--- src/rtl/cpu_pkg.sv ---
// Shared CPU definitions: widths, opcodes, ALU encodings and fetch FSM states.
package cpu_pkg;

  localparam int PC_W    = 32;
  localparam int INSTR_W = 32;

  localparam logic [7:0] OP_LOADI = 8'h00;
  localparam logic [7:0] OP_MOV   = 8'h01;
  localparam logic [7:0] OP_ADD   = 8'h02;
  localparam logic [7:0] OP_SUB   = 8'h03;
  localparam logic [7:0] OP_AND   = 8'h04;
  localparam logic [7:0] OP_OR    = 8'h05;
  localparam logic [7:0] OP_J     = 8'h06;
  localparam logic [7:0] OP_BEQ   = 8'h07;

  typedef enum logic [2:0] {
    ALU_FWD = 3'd0,
    ALU_ADD = 3'd1,
    ALU_SUB = 3'd2,
    ALU_AND = 3'd3,
    ALU_OR  = 3'd4
  } alu_op_t;

  typedef enum logic [1:0] {
    FETCH = 2'd0,
    ISSUE = 2'd1,
    HALT  = 2'd2
  } ifu_state_t;

  // Anything above the highest defined opcode is treated as illegal.
  function automatic logic is_legal(input logic [7:0] op);
    return op <= OP_BEQ;
  endfunction

endpackage

--- src/rtl/pc_next.sv ---
// Combinational next-PC selection: jump, taken branch, or sequential pc+4.
module pc_next
  import cpu_pkg::*;
(
  input  logic [PC_W-1:0] pc,
  input  logic [7:0]      offset,
  input  logic            jump,
  input  logic            branch,
  input  logic            zero,
  output logic [PC_W-1:0] next_pc
);

  logic [PC_W-1:0] pc_plus4;
  logic [PC_W-1:0] target;

  // Offset counts words relative to the following instruction; wraps modulo 2^32.
  assign pc_plus4 = pc + 32'd4;
  assign target   = pc_plus4 + {{(PC_W-10){offset[7]}}, offset, 2'b00};

  always_comb begin
    next_pc = pc_plus4;
    if (jump)
      next_pc = target;
    else if (branch && zero)
      next_pc = target;
  end

endmodule

--- src/rtl/instr_fetch_unit.sv ---
// Non-pipelined instruction fetch/issue unit with registered FSM outputs.
// Optional illegal-opcode halt is enabled by defining IFU_ILLEGAL_TRAP_EN.
module instr_fetch_unit
  import cpu_pkg::*;
(
  input  logic               CLK,
  input  logic               RESET,
  output logic               imem_read,
  output logic [PC_W-1:0]    imem_addr,
  input  logic [INSTR_W-1:0] imem_readdata,
  input  logic               imem_busywait,
  output logic               instr_valid,
  output logic [7:0]         opcode,
  output logic [7:0]         rd_off,
  output logic [7:0]         rs,
  output logic [7:0]         rt_imm,
  input  logic               jump,
  input  logic               branch,
  input  logic               zero,
  output logic [PC_W-1:0]    pc,
  output logic               halted
);

  ifu_state_t         state;
  logic [INSTR_W-1:0] ir;
  logic [PC_W-1:0]    next_pc;

  assign imem_addr = pc;
  assign opcode    = ir[31:24];
  assign rd_off    = ir[23:16];
  assign rs        = ir[15:8];
  assign rt_imm    = ir[7:0];

  pc_next u_pc_next (
    .pc      (pc),
    .offset  (rd_off),
    .jump    (jump),
    .branch  (branch),
    .zero    (zero),
    .next_pc (next_pc)
  );

`ifndef IFU_ILLEGAL_TRAP_EN
  assign halted = 1'b0;
`endif

  // The first FETCH cycle after reset has imem_read low; it only raises the
  // request, so busywait is never trusted before a read is actually issued.
  always_ff @(posedge CLK) begin
    if (RESET) begin
      state       <= FETCH;
      pc          <= '0;
      ir          <= '0;
      imem_read   <= 1'b0;
      instr_valid <= 1'b0;
`ifdef IFU_ILLEGAL_TRAP_EN
      halted      <= 1'b0;
`endif
    end else begin
      case (state)
        FETCH: begin
          if (!imem_read) begin
            imem_read <= 1'b1;
          end else if (!imem_busywait) begin
            ir          <= imem_readdata;
            imem_read   <= 1'b0;
            instr_valid <= 1'b1;
            state       <= ISSUE;
          end
        end
        ISSUE: begin
          instr_valid <= 1'b0;
`ifdef IFU_ILLEGAL_TRAP_EN
          if (!is_legal(opcode)) begin
            state  <= HALT;
            halted <= 1'b1;
          end else begin
            pc        <= next_pc;
            imem_read <= 1'b1;
            state     <= FETCH;
          end
`else
          pc        <= next_pc;
          imem_read <= 1'b1;
          state     <= FETCH;
`endif
        end
        default: begin
          imem_read   <= 1'b0;
          instr_valid <= 1'b0;
        end
      endcase
    end
  end

endmodule

--- config.mk ---
export PLATFORM = sky130hd
export DESIGN_NAME = instr_fetch_unit
export DESIGN_NICKNAME = d
export VERILOG_FILES = /design/src/rtl/cpu_pkg.sv /design/src/rtl/pc_next.sv /design/src/rtl/instr_fetch_unit.sv
export SDC_FILE = /design/constraint.sdc
export NUM_CORES = 1
export LEC_CHECK = 0
export ABC_CLOCK_PERIOD_IN_PS = 7000
export CORE_MARGIN = 2
export CORE_UTILIZATION = 45
export CTS_CLUSTER_DIAMETER = 80
export DETAILED_ROUTE_END_ITERATION = 10
export PLACE_DENSITY_LB_ADDON = 0.2
export SETUP_SLACK_MARGIN = 0.3
export SYNTH_ARGS = -nofsm -noshare
export SYNTH_HDL_FRONTEND = slang
export SYNTH_HIERARCHICAL = 1
export SYNTH_SLANG_ARGS = --single-unit
--- constraint.sdc ---
create_clock -name CLK -period 7 [get_ports CLK]
set_input_delay 1.4 -clock CLK [delete_from_list [all_inputs] [get_ports CLK]]
set_output_delay 1.4 -clock CLK [all_outputs]
set_load 0.005 [all_outputs]
==> results of run 1 <==
==> sequential cells by signal (all words and copies together), names as in the netlist <==
name / count
imem_addr: 32
imem_read: 1
instr_valid: 1
ir: 32
state: 1
==> layout make-up <==
type	instances	area share, %
clock buffer	9	3.306
clock inverter	7	0.9550
inverter	4	0.2204
multi-input combinational	510	52.91
sequential	67	19.71
tap	147	2.700
timing repair buffer	139	20.20
==> path summary, 6_finish.rpt <==
check | end | slack (ps)
worst max-delay path | imem_addr[31]$_SDFFE_PP0P_ | 3150
worst min-delay path | instr_valid$_SDFFE_PP0P_ | 460
worst max register to register | imem_addr[31]$_SDFFE_PP0P_ | 3150
worst min register to register | instr_valid$_SDFFE_PP0P_ | 460
==> logic make-up (layout without fill, tap and decap cells) <==
kind of cell / count (synthesis) / after routing / synth area share (%)
AO/OA/AOI/OAI: 103 / 103 / 11.92
other: 1 / 1 / 0.06911
multiplexers: 71 / 71 / 13.23
buffers and inverters: 71 / 159 / 9.177
AND/OR/NAND/NOR: 244 / 244 / 23.29
flip-flops: 67 / 67 / 24.72
adder cells (fa/ha/maj): 38 / 38 / 8.900
XOR/XNOR: 53 / 53 / 8.693
==> through the flow <==
step / hold WS [ps] / setup slack (ps)
detailed placement: 454.8 / 3194
finish: 460.9 / 3151
global route: 494.9 / 2831
global placement: 443.9 / 3244
floorplan: 450.3 / 3607
CTS: 467.0 / 3146
==> metal layers <==
layer	wire length, um	global-route usage, %
met5	0	0
met3	1037	8.023
met2	5892	32.73
met1	5626	23.19
met4	160	6.667
==> worst min-delay path, cell delays in order (launching register included) <==
cell      delay, ps
dfxtp_1         310
inv_1            50
a211oi_1         50
==> layout by cell type, fill, tap and decap left out, types with 6 or more instances in the layout <==
cell type and instances:
xnor2_1 29, ha_1 37, o21ai_1 17, nand3_1 17
xor2_1 23, nand4_1 10, clkbuf_16 9, a21o_1 11
clkdlybuf4s50_1 134, a21oi_1 23, dfxtp_1 66, nand2b_1 69
nor2_1 53, o21ai_0 22, nand2_1 59, and3_1 11
mux2i_1 65, mux2_2 6
==> where the power goes <==
group	internal, mW	switching (mW)	total, mW
clock	0.249	0.201	0.450
combinational	0.0794	0.0610	0.140
sequential	0.393	0.0134	0.407
total	0.722	0.275	0.997
==> impl_metrics.yaml, run 1 <==
sta:
  finalCriticalPeriod_ps: 3849
  max_slew_margin_pct: 25.72
  rsz0062_at_grt: "false"
  setup_tns_ps: 0
  skew_ps: 10.16
  max_freq_mhz: 259.8
  hold_violations: 0
  final-setup-viol-count: 0
  tightestPinTransition_ps: 1114
  slew_violations: 0
  timing.final.crit_share_pct: 54.99
logic_synthesis:
  syn_avg_cell_area_um2: 8.374
  yosysMostFrequentCell: "nand2b_1"
  synth.top_cell.area_share_pct: 24.72
  synth-seq-cells: 67
  syn_nets: 724
  synth_commonest_cells: "69 x nand2b_1, 67 x dfxtp_1, 65 x mux2i_1"
  ys.warnings.count: 6
  synthArstFlopShare_pct: 0
  seq_area_frac_synth_pct: 24.72
  synth_cells: 648
  yosys.area.top_type: "dfxtp_1"
  syn_area_um2: 5426
  synth_edf_count: 0
  synth_cell_types: 54
  synth_ff_type: "dfxtp_1"
  synth_area_leaders: "dfxtp_1 25%, mux2i_1 12%, ha_1 8.5%"
placed_design:
  hpwl_um: 9332
  place_inst: 867
  portBuffers: 135
  place_congestion: 0.8555
  placed_cell_area_um2: 6523
critical_path:
  crit_cells: 17
  cp-start-kind: "register"
  crit_start: "imem_addr[12]$_SDFFE_PP0P_"
  worstPathArrival_ps: 4130
  critPathTopFamily: "simple AND/OR/NAND/NOR gates"
  cpMaxStageDelayCell: "dfxtp_1"
  reg2reg_depth: 17
  slowest_delay_ps: 440
  worstSetupEndpointType: "register"
  worstPathRequired_ps: 7280
  crit_type: "reg -> reg"
  crit_fanout: 7
  r2r-start: "imem_addr[12]$_SDFFE_PP0P_"
  critical_path_buf_inv_count: 0
  cp_cell_sequence: "and3_1 > and4_1 > nand3_1 > nor2_1 > xor2_1 > ha_1 > a21oi_1 > o21ai_1 > nor4_1 > nor3_1 > nor4_1 > o41ai_1 > nand3_1 > nand4_1 > a311oi_1 > mux2i_1 > nor2_1"
routing:
  route.vias.total: 4652
  routed_wl_um: 12720
  vias_per_cell: 5.268
  drc: 0
  drt-wirelength-per-cell_um: 14.40
  drtAntennaViolNets: 0
  first_pass_iters: 5
  drt_iter0_drc: 230
grt:
  antenna_found_initial: 0
  grt_pass1_vias: 4504
  grt_pass1_wl_um: 20760
  grt_overflow_total: 0
  grtUsageTotal_pct: 19.73
  grt_max_degree: 100
finish:
  final_area_um2: 6813
  utilization_pct: 57.20
  diodes: 0
  drive_above_1_share_pct: 5.027
  fill_cells: 1060
  finalNonFillerCells: 883
  area_growth_pct: 25.55
  fin_nets: 807
  regArea_um2: 1343
  multi_input_area_um2: 3605
power:
  ir_drop_v: 0.0001356
  p_leak_nw: 2.702
  power.total_mw: 0.9966
  powerDensity_nw_per_um2: 146.3
cts:
  cts.sinks: 67
  clock_latency_ps: 350
  clk_path_buf_depth: 2
  clockRootBuffer: "clkbuf_16"
  cts-buffers-inserted: 9
  cts_resized: 0
  clkTransAtPathRegs_ps: 70
  htreeDepth: 3
  cts_tree: "yes"
  cts_hold_buf: 0
  post-cts-setup-buffers: 0
floorplan:
  die_h_um: 113.8
  ioPinCount: 137
  chipWidth_um: 113.8
  initial_core_util_pct: 45.56
  rows: 40
  dieArea_um2: 12950
  fp.coreArea_um2: 11910
hold_path:
  hold_depth: 2
  hp-class: "reg -> reg"
  min_from: "instr_valid$_SDFFE_PP0P_"
flow_run:
  drv_cap: 0
run_status:
  run_status: "complete, no violations"
Power figures use the tool's default switching activity.
==> inputs of run 2 (changes only) <==
- ABC_CLOCK_PERIOD_IN_PS: 7000 -> 3700
- clock period: 7 -> 3.7 ns (I/O delays scaled with it)
==> run 2 against run 1 <==
  * Clock power increased by 110%
  * Critical path depth is 1 lower
  * Global-route usage is 1.8 points higher
  * Register-to-register slack worse by 2900 ps
  * Largest cell class unchanged
  * Sequential share of layout area fell by 2.3 points
  * Via count rose by 8.3%
  * Hold slack gained 12 ps
  * Power increased by 100%
  * Flip-flop and latch count unchanged
==> impl_metrics.yaml, run 2 (synthesis results as in run 1) <==
run_status:
  run_status: "complete, no violations"
routing:
  drtAntennaViolNets: 0
  vias_per_cell: 5.371
  drc: 0
  first_pass_iters: 5
  route.vias.total: 5038
  routed_wl_um: 14860
  drt-wirelength-per-cell_um: 15.84
  drt_iter0_drc: 324
critical_path:
  crit_type: "reg -> reg"
  crit_fanout: 6
  cp-start-kind: "register"
  worstSetupEndpointType: "register"
  critPathTopFamily: "compound AO/OA/AOI/OAI gates"
  slowest_delay_ps: 320
  cpMaxStageDelayCell: "dfxtp_2"
  critical_path_buf_inv_count: 0
  cp_cell_sequence: "and4_4 > and3_4 > nand3_2 > xnor2_2 > ha_4 > a41o_1 > a221oi_2 > o31ai_4 > a311o_1 > a21oi_2 > o31a_1 > o21ai_2 > xnor2_1 > o21ai_1 > mux2i_1 > nor2_1"
  worstPathArrival_ps: 3700
  reg2reg_setup_slack_ps: 230
  worstPathRequired_ps: 3930
finish:
  area_growth_pct: 45.28
  drive_above_1_share_pct: 22.63
  fill_cells: 976
  diodes: 0
  final_cell_mix: "134 x clkdlybuf4s50_1, 69 x nand2b_1, 65 x mux2i_1"
  fin_nets: 863
  final_common_cell: "clkdlybuf4s50_1"
grt:
  grt_overflow_total: 0
  grtUsageTotal_pct: 21.55
  antenna_found_initial: 0
  grt_pass1_vias: 4735
  grt_max_degree: 63
  grt_pass1_wl_um: 22760
placed_design:
  place_ws_ps: 53.10
  hpwl_um: 10020
  portBuffers: 135
  place_congestion: 0.9106
sta:
  setup_tns_ps: 0
  hold_violations: 0
  max_freq_mhz: 288.1
  rsz0062_at_grt: "true"
  max_slew_margin_pct: 21.10
  fin_hold_ws_ps: 473.1
  tightestPinTransition_ps: 1183
  slew_violations: 0
  finalCriticalPeriod_ps: 3471
  fin_ws_ps: 229.4
  skew_ps: 8.294
  final-setup-viol-count: 0
  timing.final.crit_share_pct: 93.80
flow_run:
  drv_cap: 0
cts:
  cts_tree: "yes"
  cts-buffers-inserted: 9
  clk_path_buf_depth: 2
  htreeDepth: 3
  clock_latency_ps: 340
  clkTransAtPathRegs_ps: 60
  clockRootBuffer: "clkbuf_16"
  cts_hold_buf: 0
  cts.sinks: 67
floorplan:
  fp.coreArea_um2: 11910
  chipWidth_um: 113.8
  die_h_um: 113.8
  ioPinCount: 137
  rows: 40
  dieArea_um2: 12950
  initial_core_util_pct: 45.56
power:
  ir_drop_v: 0.0002043
  power.total_mw: 2.004
  powerDensity_nw_per_um2: 254.2
  p_leak_nw: 3.164
hold_path:
  hp-class: "reg -> reg"
-- run 2: cell count changes in the layout (fill, tap and decap cells not counted), sizes merged --
cell / before / now
and2: 5 / 6
inv: 9 / 4
bufinv: 0 / 2
buf: 5 / 60
clkinv: 1 / 0
clkbuf: 9 / 11
clkinvlp: 1 / 2
-- run 2: final timing paths --
path | startpoint | to | cells past startpoint
hold / removal | ir[13]$_SDFFE_PP0P_ | ir[13]$_SDFFE_PP0P_ | 2
setup reg to reg | imem_addr[5]$_SDFFE_PP0P_ | imem_addr[28]$_SDFFE_PP0P_ | 16
hold reg to reg | ir[13]$_SDFFE_PP0P_ | ir[13]$_SDFFE_PP0P_ | 2
setup / recovery | imem_addr[5]$_SDFFE_PP0P_ | imem_addr[28]$_SDFFE_PP0P_ | 16
-- run 2: final cells by class --
| class | count | area [um^2] | area share [%] |
|---|---|---|---|
| Multi-Input combinational cell | 511 | 4189 | 53.13 |
| Clock inverter | 4 | 75.07 | 0.9522 |
| Clock buffer | 11 | 242.7 | 3.079 |
| Timing Repair Buffer | 194 | 1809 | 22.95 |
| Inverter | 4 | 15.01 | 0.1904 |
| Sequential cell | 67 | 1369 | 17.36 |
| Tap cell | 147 | 183.9 | 2.333 |
-- run 2: repair_timing --
item / CTS / global route
cloned: 0 / 1
buffers inserted: 9 / 20
hold endpoints to repair: 0 / 0
endpoints found under the setup margin: 10 / 12
resized for setup: 26 / 91
pin swaps: 5 / 55
-- run 2: layer usage --
layer,global-route usage (%),share of wire [%]
met1,27.07,44
met4,7.398,1.6
met5,0,0
met2,34.97,47
met3,6.908,6.8
-- run 2: tightest hold or removal path, cell delays in order (launching register included) --
cell	delay, ps
dfxtp_1	310
nand2b_1	60
mux2i_1	50
-- run 2: power by group --
group          internal [mW]  switching [mW]  leakage (nW)  total, mW
logic                  0.173           0.130          2.46      0.304
clock network          0.604           0.325         0.148      0.930
registers              0.742          0.0286         0.552      0.771
total                   1.52           0.484          3.16       2.00
-- run 2: metrics by stage --
step           area (um^2)  util, %  std cells
6_report              7884    66.19        938
5_1_grt               7884    66.19        938
4_1_cts               7233    60.72        917
3_5_place_dp          6730    56.50        893
3_3_place_gp          6730    56.50        893
2_1_floorplan         5426        -        648
